==> config.mk <==
export PLATFORM = sky130hd
export DESIGN_NAME = mean_calculator
export DESIGN_NICKNAME = d
export VERILOG_FILES = /design/src/rtl/mean_calculator.sv
export SDC_FILE = /design/constraint.sdc
export NUM_CORES = 1
export LEC_CHECK = 0
export BUFFER_PORTS_ARGS = -buffer_cell sky130_fd_sc_hd__buf_2
export CORE_MARGIN = 4
export CORE_UTILIZATION = 40
export DETAILED_ROUTE_END_ITERATION = 10
export PLACE_DENSITY = 0.63
export SLEW_MARGIN = 25
export SYNTH_ARGS = -nofsm -noshare
export SYNTH_HDL_FRONTEND = slang
export SYNTH_SLANG_ARGS = --single-unit
==> constraint.sdc <==
create_clock -name clk -period 4.6 [get_ports clk]
set_clock_uncertainty 0.05 [all_clocks]
set_input_delay 1.38 -clock clk [delete_from_list [all_inputs] [get_ports clk]]
set_output_delay 1.38 -clock clk [all_outputs]
set_load 0.01 [all_outputs]
==> src/rtl/mean_calculator.sv <==
// mean_calculator: per-axis mean of COUNT signed samples using two parallel restoring dividers.
// Define MEAN_CALCULATOR_ROUND_EN for round-to-nearest (ties away from zero) instead of truncation.
module mean_calculator #(
    parameter int WIDTH = 20,
    parameter int COUNT = 150,
    localparam int CNT_WIDTH = $clog2(COUNT + 1),
    localparam int ACC_WIDTH = WIDTH + CNT_WIDTH
) (
    input  logic             clk,
    input  logic             rst,
    input  logic             i_start,
    input  logic [WIDTH-1:0] i_in_x,
    input  logic [WIDTH-1:0] i_in_y,
    input  logic             i_in_valid,
    output logic [WIDTH-1:0] o_mean_x,
    output logic [WIDTH-1:0] o_mean_y,
    output logic             o_busy,
    output logic             o_ready
);
    localparam int IT_WIDTH = $clog2(ACC_WIDTH + 1);
    localparam logic [CNT_WIDTH:0] DIVISOR = (CNT_WIDTH + 1)'(COUNT);
`ifdef MEAN_CALCULATOR_ROUND_EN
    localparam logic [ACC_WIDTH-1:0] BIAS = ACC_WIDTH'(COUNT / 2);
`else
    localparam logic [ACC_WIDTH-1:0] BIAS = '0;
`endif

    typedef enum logic [1:0] {IDLE, ACCUM, DIVIDE, DONE} state_t;
    state_t r_state, w_state_nxt;

    logic [ACC_WIDTH-1:0] r_acc_x, r_acc_y, r_quo_x, r_quo_y;
    logic [CNT_WIDTH-1:0] r_cnt, r_rem_x, r_rem_y;
    logic [IT_WIDTH-1:0]  r_it;
    logic                 r_neg_x, r_neg_y;

    logic [ACC_WIDTH-1:0] w_sum_x, w_sum_y, w_mag_x, w_mag_y, w_quo_x, w_quo_y;
    logic [CNT_WIDTH:0]   w_sh_x, w_sh_y;
    logic [CNT_WIDTH-1:0] w_rem_x, w_rem_y;
    logic [WIDTH-1:0]     w_res_x, w_res_y;
    logic                 w_ge_x, w_ge_y, w_last, w_div_last;

    assign w_sum_x = r_acc_x + {{CNT_WIDTH{i_in_x[WIDTH-1]}}, i_in_x};
    assign w_sum_y = r_acc_y + {{CNT_WIDTH{i_in_y[WIDTH-1]}}, i_in_y};
    // Divider is loaded from the sum that includes the final sample, so DIVIDE starts on the next edge.
    assign w_mag_x = (w_sum_x[ACC_WIDTH-1] ? -w_sum_x : w_sum_x) + BIAS;
    assign w_mag_y = (w_sum_y[ACC_WIDTH-1] ? -w_sum_y : w_sum_y) + BIAS;

    assign w_sh_x  = {r_rem_x, r_quo_x[ACC_WIDTH-1]};
    assign w_sh_y  = {r_rem_y, r_quo_y[ACC_WIDTH-1]};
    assign w_ge_x  = w_sh_x >= DIVISOR;
    assign w_ge_y  = w_sh_y >= DIVISOR;
    assign w_rem_x = CNT_WIDTH'(w_ge_x ? w_sh_x - DIVISOR : w_sh_x);
    assign w_rem_y = CNT_WIDTH'(w_ge_y ? w_sh_y - DIVISOR : w_sh_y);
    assign w_quo_x = {r_quo_x[ACC_WIDTH-2:0], w_ge_x};
    assign w_quo_y = {r_quo_y[ACC_WIDTH-2:0], w_ge_y};
    assign w_res_x = WIDTH'(r_neg_x ? -w_quo_x : w_quo_x);
    assign w_res_y = WIDTH'(r_neg_y ? -w_quo_y : w_quo_y);

    assign w_last     = r_cnt == CNT_WIDTH'(COUNT - 1);
    assign w_div_last = r_it == IT_WIDTH'(ACC_WIDTH - 1);
    assign o_busy     = (r_state == ACCUM) || (r_state == DIVIDE);
    assign o_ready    = r_state == DONE;

    always_ff @(posedge clk) begin
        if (rst) r_state <= IDLE;
        else     r_state <= w_state_nxt;
    end

    always_comb begin
        w_state_nxt = r_state;
        case (r_state)
            IDLE:    w_state_nxt = i_start ? ACCUM : IDLE;
            ACCUM:   w_state_nxt = (i_in_valid && w_last) ? DIVIDE : ACCUM;
            DIVIDE:  w_state_nxt = w_div_last ? DONE : DIVIDE;
            default: w_state_nxt = IDLE;
        endcase
    end

    always_ff @(posedge clk) begin
        if (rst) begin
            r_acc_x  <= '0;
            r_acc_y  <= '0;
            r_cnt    <= '0;
            r_quo_x  <= '0;
            r_quo_y  <= '0;
            r_rem_x  <= '0;
            r_rem_y  <= '0;
            r_neg_x  <= 1'b0;
            r_neg_y  <= 1'b0;
            r_it     <= '0;
            o_mean_x <= '0;
            o_mean_y <= '0;
        end else begin
            case (r_state)
                IDLE: begin
                    if (i_start) begin
                        r_acc_x <= '0;
                        r_acc_y <= '0;
                        r_cnt   <= '0;
                    end
                end
                ACCUM: begin
                    if (i_in_valid) begin
                        r_acc_x <= w_sum_x;
                        r_acc_y <= w_sum_y;
                        r_cnt   <= r_cnt + 1'b1;
                        if (w_last) begin
                            r_quo_x <= w_mag_x;
                            r_quo_y <= w_mag_y;
                            r_rem_x <= '0;
                            r_rem_y <= '0;
                            r_neg_x <= w_sum_x[ACC_WIDTH-1];
                            r_neg_y <= w_sum_y[ACC_WIDTH-1];
                            r_it    <= '0;
                        end
                    end
                end
                DIVIDE: begin
                    r_quo_x <= w_quo_x;
                    r_quo_y <= w_quo_y;
                    r_rem_x <= w_rem_x;
                    r_rem_y <= w_rem_y;
                    r_it    <= r_it + 1'b1;
                    if (w_div_last) begin
                        o_mean_x <= w_res_x;
                        o_mean_y <= w_res_y;
                    end
                end
                default: ;
            endcase
        end
    end
endmodule

**Yosys cells after proc, flatten, opt, wreduce, memory -nomap -nowiden**

Index checks and enable logic that the tools add are counted.

- Bits of input ports: 44
- Logic and storage cells: 73
- Output and inout port bits: 42
- Register bits: 185

- Add/subtract/negate cells: 10
- Reduce and logical (&&, ||, !) cells: 9
- Order comparisons: 2
- Multiplexer cells: 31
- Equal/unequal tests: 8

Operators with widths:

| operator | count |
|---|---|
| $mux W28 | 9 |
| $pmux W28 S2 | 4 |
| $add A28 B28 Y28 | 2 |
| $neg A28 Y28 | 2 |
| $mux W8 | 6 |
| $pmux W8 S2 | 3 |
| $mux W20 | 2 |
| $neg A20 Y20 | 2 |
| $ge A9 B8 Y1 const B | 2 |
| $sub A8 B8 Y8 const B | 2 |
| $mux W5 | 2 |
| $pmux W5 S2 | 1 |
| $reduce_and A3 Y1 | 3 |
| $add A8 B1 Y8 const B | 1 |
| $eq A8 B8 Y1 const B | 1 |
| $ne A2 B2 Y1 const B | 3 |
| $pmux W2 S3 | 1 |
| $add A5 B1 Y5 const B | 1 |
| $eq A5 B5 Y1 const B | 1 |
| $eq A2 B2 Y1 const B | 2 |
| $reduce_bool A2 Y1 | 2 |
| $eq A2 B1 Y1 const B | 1 |
| $logic_not A2 Y1 | 1 |
| $mux W1 | 2 |
| other kinds (4) | 4 |

**Logic depth before layout (Yosys ltp)**

- Depth after elaboration: 6
- Mapped depth: 16
- Mapped depth without buffers: 16

**Worst setup path after synthesis**

No wires, ideal clock.

- Kind: input to register
- Start: in i_in_x[0]
- End: reg r_quo_x[25]
- Library setup time: 0.074 ns
- Data required time: 4.476 ns
- Arrival: 4.392 ns
- Buffers on the path: 0
- Slack: 0.084 ns
- Stages on the path: 12
- Path through: ha_1 > inv_1 > fa_1 > nor2b_4 > o311a_1 > o21a_1 > or3_4 > a2111oi_4 > nor4b_2 > or4b_4 > or4_1 > a31oi_1

- Longest elaborated chain between the ends: 6

RTL lines:

| element | line | source |
|---|---|---|
| start, declared | 12 | `input logic [WIDTH-1:0] i_in_x,` |
| $add A28 B28 Y28 (*) | 42 | `assign w_sum_x = r_acc_x + {{CNT_WIDTH{i_in_x[WIDTH-1]}}, i_in_x};` |
| $neg A28 Y28 | 45 | `assign w_mag_x = (w_sum_x[ACC_WIDTH-1] ? -w_sum_x : w_sum_x) + BIAS;` |
| $mux W28 (*) | 45 |  |
| $mux W28 (*) | 107 | `if (w_last) begin` |
| $mux W28 (*) | 103 | `if (i_in_valid) begin` |
| $pmux W28 S2 (*) | 94 | `case (r_state)` |
| end signal, assigned | 108 | `r_quo_x <= w_mag_x;` |
| end signal, assigned | 119 | `r_quo_x <= w_quo_x;` |
| end, declared | 31 | `logic [ACC_WIDTH-1:0] r_acc_x, r_acc_y, r_quo_x, r_quo_y;` |

Mark *: on every way between the ends. The rest lies on a longest branch, timed or not. The select of a mux whose other input is x is not followed.
A chain may end at the register's enable or synchronous reset.

**Worst setup path after layout**

Ends and elaborated chain as after synthesis.

==> summary.md <==
| Metric | Value |
|---|---|
| Worst R2R Setup Slack | `between 0.9 and 1 ns` |
| Antenna-violating nets left | `0` |
| Setup ws final | `between 0.2 and 0.25 ns` |
| Seq/Total Area, Yosys | `~29%` |
| Synthesis-stage register bit count | `185` |
| Drt via density | `5.714` |
| CP peak stage delay | `0.55 ns` |
| GRT Total Usage | `approximately a fifth` |
| Clk Latency, worst-skew pair | `approximately 0.45 ns` |
| Pin count of the biggest net entering global routing | `between 80 and 90` |
| Layout cell share with drive strength beyond 1 | `approximately 15%` |
| Worst slew margin | `between 40% and 50%` |
| Largest cells by area after synthesis | `dfxtp_1, ha_1, nor2_1` |
| Port Buffers | `85` |
| Area leader, netlist | `dfxtp_1` |
| Outcome | `finished, final reports clean` |
| Final global-route overflow total | `0` |
| Pre-CTS WS | `-0.2132 ns` |
| Synth Flop Type | `dfxtp_1` |
| DP HPWL | `approximately 27000 um` |
| Tmin final | `about 4.4 ns` |
| Post-CTS Hold Buffers | `0` |
| Synth Cell Area | `about 13000 sq um` |
| Max clock buf depth | `2` |
| Routability cong. | `around 0.93` |
| Min-delay worst type | `register to register` |
| Area delta synth->final | `18.47%` |
| Clock slew at reported path FFs | `approximately 0.070 ns` |
| Slowest CP cell | `or4b_4` |
| Power density over the cells | `between 200 and 300 nW/um^2` |
| Cell depth of the worst setup path | `13` |
| Die area | `34420 sq um` |
| RR Endpoint | `r_quo_x[25]` |
| Clk root buf | `clkbuf_16` |
| Crit Path Max Fanout | `5` |
| Cell family with most CP delay | `simple AND/OR/NAND/NOR gates` |
| Reg2reg start | `r_acc_x[0]` |
| Starting Density | `approximately 41%` |
| TritonCTS Sinks | `185` |
| Highest clock rate | `228.3 MHz` |
| Non-Filler Instances | `2203` |
| Final wirelength | `36770 um` |
| Antenna diodes | `0` |
| Die height | `approximately 190 um` |
| Core Rows | `64` |
| Yosys Warn Count | `0` |
| RSZ-0062 raised after global routing | `no` |
| Avg WL per Cell | `between 15 and 20 um` |
| Vias in the first global route | `around 12000` |
| Distinct cell type count of the synthesized netlist | `72` |
| First-pass iteration count of the detailed router | `6` |
| DR DRC count | `0` |
| Synth Area per Inst | `about 7.6 sq um` |
| Max cap viols | `0` |
| Crit path DAT | `between 4 and 5 ns` |
| Post-Syn Instances | `between 1500 and 2000` |
| Syn Nets | `1761` |
| Initial antenna violation count | `0` |
| Post-placement cell count | `2170` |
| CTS buffer count | `17` |
| CP endpoint kind | `register` |
| Pleak | `6.198 nW` |
| FFs w/ async S/R, synth | `0%` |
| Drt first-iter violations | `1013` |
| Ports | `86` |
| Crit path launch type | `input port` |
| Critical path buffer and inverter count | `2` |
| CTS tree | `done` |
| H-tree levels | `4` |
| Setup Viol. Count Final | `0` |
| Die width | `around 190 um` |
| CP startpoint | `i_in_x[0]` |
| Post-route clock period utilization | `a little over nine tenths` |
| Least-Margin Pin Slew | `between 0.8 and 0.9 ns` |
| WP data required | `4.92 ns` |
| Post-cts sizing count | `0` |
| Hold Violations, Final | `0` |
| Cells along the critical path | `buf_2 -> ha_1 -> inv_1 -> fa_1 -> nor2b_4 -> o311a_1 -> o21a_1 -> or3_4 -> a2111oi_4 -> nor4b_2 -> or4b_4 -> or4_1 -> a31oi_1` |
| FILL cells | `roughly 3000` |
| Total negative slack | `0 ns` |
| Postcts setup bufs | `0` |
| Via Count | `approximately 13000` |
| First-pass GRT wire length | `~60000 um` |
| Worst R2R Path Depth | `13` |
| Core Area | `about 31000 sq um` |
| Kind of critical path | `input port to register` |
| Max Slew Vio Count | `0` |
| Layout Nets | `about 1900` |
| Post-synth top area share | `between 20% and 30%` |
| Critical path endpoint | `r_quo_x[25]` |
| Worst vdd ir | `around 0.28 mV` |
| Post-synth EDFFs | `0` |
## cells in the final DEF, fill, tap and decap left out, types with 23 or more instances in the layout
cell type    n
a21oi_1    151
o21ai_0     82
xnor2_1     58
a211oi_1    50
a22oi_1     60
dfxtp_1    185
ha_1        66
nor3_1      41
nand3_1     45
nand2_1    145
nor2_1     210
o211ai_1    27
xor2_1      74
and3_1      23
buf_2       84
buf_4      130
inv_1       35
a21o_1      36
## cells in the mapped netlist (all sizes together) (4+ instances only)
library cell and count:
a2111oi 4, a211oi 52, a21boi 5, a21o 36
a21oi 151, a221oi 6, a22oi 61, a31oi 15
and2 11, and3 24, buf 7, clkbuf 86
dfxtp 185, ha 67, inv 35, mux2i 13
nand2 145, nand2b 22, nand3 45, nand3b 7
nand4 17, nand4b 5, nor2 211, nor2b 7
nor3 42, nor4 16, o211a 4, o211ai 27
o21a 14, o21ai 85, o21bai 6, o221ai 6
o22ai 8, o311ai 5, o31ai 18, o41ai 4
or2 7, or3 20, or4 8, xnor2 58
xor2 74
## worst min-delay path by stage
stage               slack [ns]         start            to  depth (start not counted)
floorplan                 0.39    r_acc_x[0]    r_acc_x[0]                          2
global placement          0.39  o_mean_y[19]  o_mean_y[19]                          2
detailed placement        0.39  o_mean_y[13]  o_mean_y[13]                          2
CTS                       0.40  o_mean_y[13]  o_mean_y[13]                          2
global route              0.42  o_mean_y[11]  o_mean_y[11]                          2
finish                    0.40  o_mean_y[13]  o_mean_y[13]                          2
## layer usage
layer | vias to the layer above | wire (um) | global-route usage (%)
li1 | 6318 | - | -
met1 | 5893 | 18610 | 32.21
met2 | 346 | 15560 | 31.55
met3 | 31 | 2223 | 2.775
met4 | 0 | 373 | 4.521
met5 | - | 0 | 0
## sequential cells by signal, indices dropped and copies added (netlist names)
| signal | count |
|---|---|
| r_quo_y | 28 |
| r_neg_y | 1 |
| o_mean_x | 20 |
| o_mean_y | 20 |
| r_quo_x | 28 |
| r_acc_x | 28 |
| r_rem_y | 8 |
| r_neg_x | 1 |
| r_acc_y | 28 |
| r_rem_x | 8 |
| r_it | 5 |
| r_state | 2 |
| r_cnt | 8 |
## report_power, final
part / total (mW) / switching [mW] / internal [mW] / leakage, nW
Sequential: 1.64 / 0.0136 / 1.62 / 1.49
Combinational: 0.947 / 0.575 / 0.373 / 4.40
Clock: 1.58 / 0.721 / 0.863 / 0.302
## final cells by class
class | instances | area, sq um | share of cell area [%]
multi-input cells | 1334 | 8471 | 56.72
flip-flops and latches | 185 | 3704 | 24.80
repair buffers | 220 | 1514 | 10.14
well taps | 396 | 495.5 | 3.318
clock buffers | 20 | 466.7 | 3.125
clock inverters | 12 | 147.6 | 0.9887
inverters | 36 | 135.1 | 0.9049
## stage by stage
step | hold WS [ns] | util (%) | power (mW) | area [sq um]
after floorplan | 0.3856 | - | 2.242 | 12600
after global placement | 0.3894 | 46.17 | 2.595 | 14230
after detailed placement | 0.3920 | 46.27 | 2.601 | 14260
after CTS | 0.4020 | 48.26 | 4.190 | 14880
after global routing | 0.4219 | 48.44 | 4.364 | 14930
final | 0.3979 | 48.44 | 4.167 | 14930
## cells by family after synthesis
logic type	after synthesis	synth area share, %
adders and majority gates	69	6.968
muxes	13	1.032
xor gates and xnor gates	132	9.172
AOI/OAI and AO/OA	528	27.41
DFF	185	29.38
and+or+nand+nor	592	22.15
buffers and inverters	129	3.891
## worst min-delay path, stage by stage, from the launching register on
cell     delay, ns
dfxtp_1       0.31
nand2_1       0.05
a21oi_1       0.05
Power figures use the tool's default switching activity.
